**src/rtl/spike_stim_gen.sv**
```systemverilog
`timescale 1ns/1ps
// spike_stim_gen: divided-rate signed 16-bit synthetic neural stream with a biphasic spike template.
// Optional macro STIM_NOISE_EN adds LFSR background noise; without it the noise term is 0.
module spike_stim_gen #(
  parameter int          CLK_DIV        = 4,
  parameter int          SPIKE_INTERVAL = 200,
  parameter int          SPIKE_AMP      = 1000,
  parameter int          NOISE_SHIFT    = 8,
  parameter logic [15:0] LFSR_SEED      = 16'hACE1
) (
  input  logic        clk,
  input  logic        rst,
  input  logic        enable,
  output logic [15:0] data_out,
  output logic        data_valid,
  output logic        spike_marker,
  output logic [15:0] spike_count
);

  localparam int DIV_W     = (CLK_DIV > 1) ? $clog2(CLK_DIV) : 1;
  localparam int PH_W      = $clog2(SPIKE_INTERVAL);
  localparam int SPK_START = SPIKE_INTERVAL - 8;

  localparam logic [1:0] S_IDLE  = 2'd0;
  localparam logic [1:0] S_NOISE = 2'd1;
  localparam logic [1:0] S_SPIKE = 2'd2;

  localparam logic signed [16:0] AMP = 17'(SPIKE_AMP);

  generate
    if (CLK_DIV < 1)                           begin : g_chk_div  $error("CLK_DIV must be >= 1"); end
    if (SPIKE_INTERVAL < 16)                   begin : g_chk_int  $error("SPIKE_INTERVAL must be >= 16"); end
    if (NOISE_SHIFT < 0 || NOISE_SHIFT > 15)   begin : g_chk_shf  $error("NOISE_SHIFT must be 0..15"); end
    if (LFSR_SEED == 16'h0000)                 begin : g_chk_seed $error("LFSR_SEED must be nonzero"); end
  endgenerate

  logic [DIV_W-1:0]   div_q, div_d;
  logic [PH_W-1:0]    ph_q, ph_d, ph_nxt;
  logic [1:0]         state_q, state_d;
  logic [15:0]        data_out_q, data_out_d;
  logic [15:0]        count_q, count_d;
  logic               valid_q, valid_d;
  logic               marker_q, marker_d;
  logic               tick, in_spike;
  logic [2:0]         j;
  logic signed [16:0] tmpl, noise, sum;
  logic [15:0]        sat;

  assign tick     = (div_q == DIV_W'(CLK_DIV - 1));
  assign in_spike = (state_q == S_SPIKE);
  assign j        = 3'(ph_q - PH_W'(SPK_START));
  assign ph_nxt   = (ph_q == PH_W'(SPIKE_INTERVAL - 1)) ? '0 : ph_q + 1'b1;

`ifdef STIM_NOISE_EN
  logic [15:0]        lfsr_q, lfsr_d;
  logic signed [15:0] noise16;

  // Sample uses the value before this tick's advance.
  assign noise16 = $signed(lfsr_q) >>> NOISE_SHIFT;
  assign noise   = {noise16[15], noise16};

  always_comb begin
    lfsr_d = lfsr_q;
    if (enable && tick)
      lfsr_d = {lfsr_q[14:0], lfsr_q[15] ^ lfsr_q[13] ^ lfsr_q[12] ^ lfsr_q[10]};
  end

  always_ff @(posedge clk or posedge rst) begin
    if (rst) lfsr_q <= LFSR_SEED;
    else     lfsr_q <= lfsr_d;
  end
`else
  assign noise = '0;
`endif

  always_comb begin
    tmpl = '0;
    if (in_spike) begin
      case (j)
        3'd0:    tmpl = AMP >>> 2;
        3'd1:    tmpl = AMP;
        3'd2:    tmpl = AMP >>> 1;
        3'd3:    tmpl = -(AMP >>> 1);
        3'd4:    tmpl = -(AMP >>> 2);
        3'd5:    tmpl = -(AMP >>> 3);
        default: tmpl = '0;
      endcase
    end
  end

  // 17-bit sum cannot overflow; clamp back into 16-bit range.
  always_comb begin
    sum = noise + tmpl;
    if (sum[16] != sum[15]) sat = sum[16] ? 16'h8000 : 16'h7FFF;
    else                    sat = sum[15:0];
  end

  always_comb begin
    div_d      = div_q;
    ph_d       = ph_q;
    state_d    = state_q;
    data_out_d = data_out_q;
    count_d    = count_q;
    valid_d    = 1'b0;
    marker_d   = 1'b0;
    if (!enable) begin
      // Abandon any partial template; LFSR and counter are kept.
      state_d    = S_IDLE;
      div_d      = '0;
      ph_d       = '0;
      data_out_d = '0;
    end else if (tick) begin
      div_d      = '0;
      ph_d       = ph_nxt;
      valid_d    = 1'b1;
      data_out_d = sat;
      marker_d   = in_spike && (j == 3'd0);
      if (in_spike && (j == 3'd0)) count_d = count_q + 16'd1;
      state_d    = (ph_nxt >= PH_W'(SPK_START)) ? S_SPIKE : S_NOISE;
    end else begin
      div_d   = div_q + 1'b1;
      state_d = (state_q == S_IDLE) ? S_NOISE : state_q;
    end
  end

  always_ff @(posedge clk or posedge rst) begin
    if (rst) begin
      div_q      <= '0;
      ph_q       <= '0;
      state_q    <= S_IDLE;
      data_out_q <= '0;
      count_q    <= '0;
      valid_q    <= 1'b0;
      marker_q   <= 1'b0;
    end else begin
      div_q      <= div_d;
      ph_q       <= ph_d;
      state_q    <= state_d;
      data_out_q <= data_out_d;
      count_q    <= count_d;
      valid_q    <= valid_d;
      marker_q   <= marker_d;
    end
  end

  assign data_out     = data_out_q;
  assign data_valid   = valid_q;
  assign spike_marker = marker_q;
  assign spike_count  = count_q;

endmodule
```
**config.mk**
```make
export PLATFORM = sky130hd
export DESIGN_NAME = spike_stim_gen
export DESIGN_NICKNAME = d
export VERILOG_FILES = /design/src/rtl/spike_stim_gen.sv
export SDC_FILE = /design/constraint.sdc
export NUM_CORES = 1
export LEC_CHECK = 0
export CORE_ASPECT_RATIO = 0.7
export CORE_MARGIN = 1
export CORE_UTILIZATION = 45
export CTS_CLUSTER_SIZE = 10
export DETAILED_ROUTE_END_ITERATION = 8
export DONT_BUFFER_PORTS = 1
export GPL_TIMING_DRIVEN = 0
export PLACE_DENSITY = 0.59
export SLEW_MARGIN = 5
export SYNTH_ARGS = -nofsm -noshare
export SYNTH_HDL_FRONTEND = slang
export SYNTH_SLANG_ARGS = --single-unit
```
**constraint.sdc**
```tcl
create_clock -name clk -period 2.3 [get_ports clk]
set_input_delay 0.46 -clock clk [delete_from_list [all_inputs] [get_ports clk]]
set_output_delay 0.46 -clock clk [all_outputs]
set_load 0.02 [all_outputs]
```
==> results by group <==
Outcome
  – Status: finished, final reports clean

Clock network
  – Clock sink count: 40
  – Max H-tree Level: 2
  – Hold-fix buffers at CTS: 0
  – Clock slew at reported path FFs: 0.08 ns
  – Post-cts repair resize count: 0
  – Max Root-Sink Buffers: 2
  – CTS tree: built
  – Post-CTS setup buffers: 0
  – Root Buffer: clkbuf_8
  – Worst-Skew Late Latency: 0.28 ns
  – CTS Buf Count: 5

Route
  – Avg WL per Cell: ~15 um
  – Drt pass-1 iters: 4
  – Vias/cell: around 5.5
  – Post-route DRC: 0
  – Detailed-route via count: between 1,000 and 1,500
  – Final WL: between 3000 and 4000 um
  – Post-route ant nets: 0
  – Starting DRT DRC Count: 66

Timing
  – Setup Total Neg Slack: 0 ns
  – Final setup violation count: 0
  – Slew headroom: 0.4455
  – Fmax: ~500 MHz
  – RSZ-0062 raised after global routing: no
  – Fin. max-slew vios: 0
  – Final min period: slightly below 2 ns
  – Final Hold Viols: 0
  – Final worst clock skew: 0.006990 ns
  – Slew @ Worst Pin: 0.8305 ns
  – Period utilisation layout: 0.8469
  – Final hold slack: ~0.22 ns

Floorplanning
  – Die area: roughly 4800 um2
  – Rows: 19
  – Core Box Area: around 4000 um2
  – Die X: a little over 80 um
  – I/O Pins: 37
  – Vert. Die Dim: roughly 58 um
  – Initial Utilization: 0.4907

Critical path
  – Crit path kind: flop to flop
  – Crit path launch type: flop
  – CP max stage cell: dfrtp_1
  – Max incr delay on CP: 0.50 ns
  – Crit. End Element: flop
  – CP Max Fanout: 10
  – WP buf/inv: 2
  – Crit path required time: around 2.5 ns
  – Critical path data arrival time: ~2.2 ns
  – Top delay family on crit path: simple AND/OR/NAND/NOR gates
  – CP Cell Sequence: inv_1 -> ha_1 -> buf_4 -> and4b_1 -> nand4_1 -> nor2_1 -> xor2_1

Place
  – Routability congestion estimate: slightly below 0.8
  – Placed insts: between 200 and 250
  – PortBufs: 0
  – HPWL Detailed: about 2800 um
  – Area after DPL: 2083 um2

GRT
  – Vias in the first global route: about 1,400
  – First-pass GRT wire length: between 6000 and 7000 um
  – Largest net degree at the start of global routing: 41
  – Total track usage: 0.1862
  – Initial antenna violation count: 0
  – Gr ovfl total: 0

Logic synthesis
  – Area contributors post-synth: dfrtp_1 (50%), ha_1 (4.3%), nand2_1 (4.3%)
  – Synth Area per Inst: 10.40 um2
  – Post-Syn Instances: roughly 190
  – Mapped Nets: a little over 200
  – Leading area contributor after synthesis: dfrtp_1
  – Share of the synthesized area in the top cell type: 0.4960
  – Yosys reg bits: 40
  – Ys Warns: 0
  – Cell Area, Synth: ~2000 um2
  – Synth cell types: 39
  – Seq/Total Area, Yosys: 0.4960

Final layout
  – Area of the multi-input gates: 893.4 um2
  – Layout Nets: between 200 and 250
  – P&R area growth vs syn: 7.067%
  – Commonest non-fill, non-tap cells in the layout: dfrtp_1 (40), nand2_1 (23), o21ai_0 (12)
  – Commonest non-fill, non-tap cell in the layout: dfrtp_1
  – Util after Layout: 0.5254
  – Share of layout cells above drive strength 1: 0.1194
  – Ant diodes: 0
  – Filler instances: approximately 360
  – Finished Cell Area: around 2200 um2
  – Non-Filler Instances: between 200 and 300
  – Storage element area: ~1000 um2

Power and ir drop
  – PwrDens: roughly 560 nW/um2
  – Static Leak: roughly 1.1 nW
  – VDD IR-drop max: roughly 0.31 mV

Min path
  – HP Class: primary input to asynchronous set/reset pin

Flow run
  – Max_cap viols: 0
area by class of cell:
cell class                 count  area share
multi-input combinational    132      0.4134
clock buffer                   6     0.03358
sequential                    40      0.4632
tap                           52     0.03011
clock inverter                 1    0.002316
inverter                       8     0.01390
buffer                        14     0.04343
path summary, 6_finish.rpt:
check,startpoint,endpoint,slack [ns],cells after the start
worst max-delay path,ph_q[0]$_DFFE_PP0P_,spike_count[12]$_DFFE_PP0P_,0.35,7
worst min-delay path,rst,spike_count[9]$_DFFE_PP0P_,0.22,1
worst max register to register,ph_q[0]$_DFFE_PP0P_,spike_count[12]$_DFFE_PP0P_,0.35,7
worst min register to register,div_q[0]$_DFF_PP0_,div_q[0]$_DFF_PP0_,0.44,1
max in group asynchronous,rst,ph_q[4]$_DFFE_PP0P_,1.56,1
min in group clk,enable,ph_q[6]$_DFFE_PP0P_,0.30,1
sequential cells by signal, indices dropped and copies added (netlist names):
signal        flops
data_out         10
spike_count      16
state_q           2
spike_marker      1
data_valid        1
ph_q              8
div_q             2
power breakdown:
part	total (mW)	leakage (nW)	internal, mW	switching [mW]
logic	0.0587	0.520	0.0181	0.0406
clock network	0.434	0.0410	0.206	0.228
registers	0.719	0.544	0.711	0.00824
total	1.21	1.10	0.935	0.277
logic make-up (layout without fill, tap and decap cells):
family,count (synthesis),after routing,synth area share
and+or+nand+nor,71,71,0.1990
DFF,40,40,0.4960
AOI/OAI and AO/OA,33,33,0.1060
buffers and inverters,22,29,0.06138
xor gates and xnor gates,17,17,0.07378
adders and majority gates,7,7,0.04340
muxes,4,4,0.02046
stage by stage:
step           power, mW  setup slack (ns)
2_1_floorplan     0.7763            0.6769
3_3_place_gp      0.7902            0.4338
3_5_place_dp      0.7936            0.3830
4_1_cts            1.230            0.3502
5_1_grt            1.275            0.2299
6_report           1.212            0.3521
cells in the mapped netlist:
| master | instances |
|---|---|
| dfrtp_1 | 40 |
| a21oi_1 | 5 |
| nand2b_1 | 3 |
| nand4_1 | 3 |
| nand4b_4 | 1 |
| buf_6 | 1 |
| o221a_2 | 1 |
| clkbuf_1 | 2 |
| and3_1 | 3 |
| o31ai_1 | 2 |
| a41oi_1 | 2 |
| xor2_1 | 9 |
| nor2b_1 | 4 |
| mux2i_1 | 3 |
| nand4b_1 | 1 |
| a31oi_1 | 3 |
| and4_1 | 1 |
| nand2_1 | 23 |
| nand3_1 | 6 |
| ha_1 | 7 |
| buf_4 | 8 |
| nor4_4 | 1 |
| nor2_1 | 10 |
| or2b_1 | 2 |
| o21ai_0 | 12 |
| and4b_1 | 2 |
| a221o_1 | 1 |
| buf_2 | 3 |
| inv_1 | 8 |
| a22o_1 | 2 |
| and4bb_2 | 1 |
| and3b_1 | 1 |
| and2_1 | 2 |
| a211oi_1 | 1 |
| a2bb2oi_1 | 1 |
| mux2_2 | 1 |
| nor3_1 | 7 |
| xnor2_1 | 8 |
| a21o_1 | 3 |
metal layers:
layer,routed length (um),track usage,part of all wire
met1,2016,0.2739,0.52
met2,1616,0.2586,0.41
met3,247,0.06614,0.063
met4,18,0.04762,0.0046
met5,0,0,0
(Power assumes the default switching activity.)
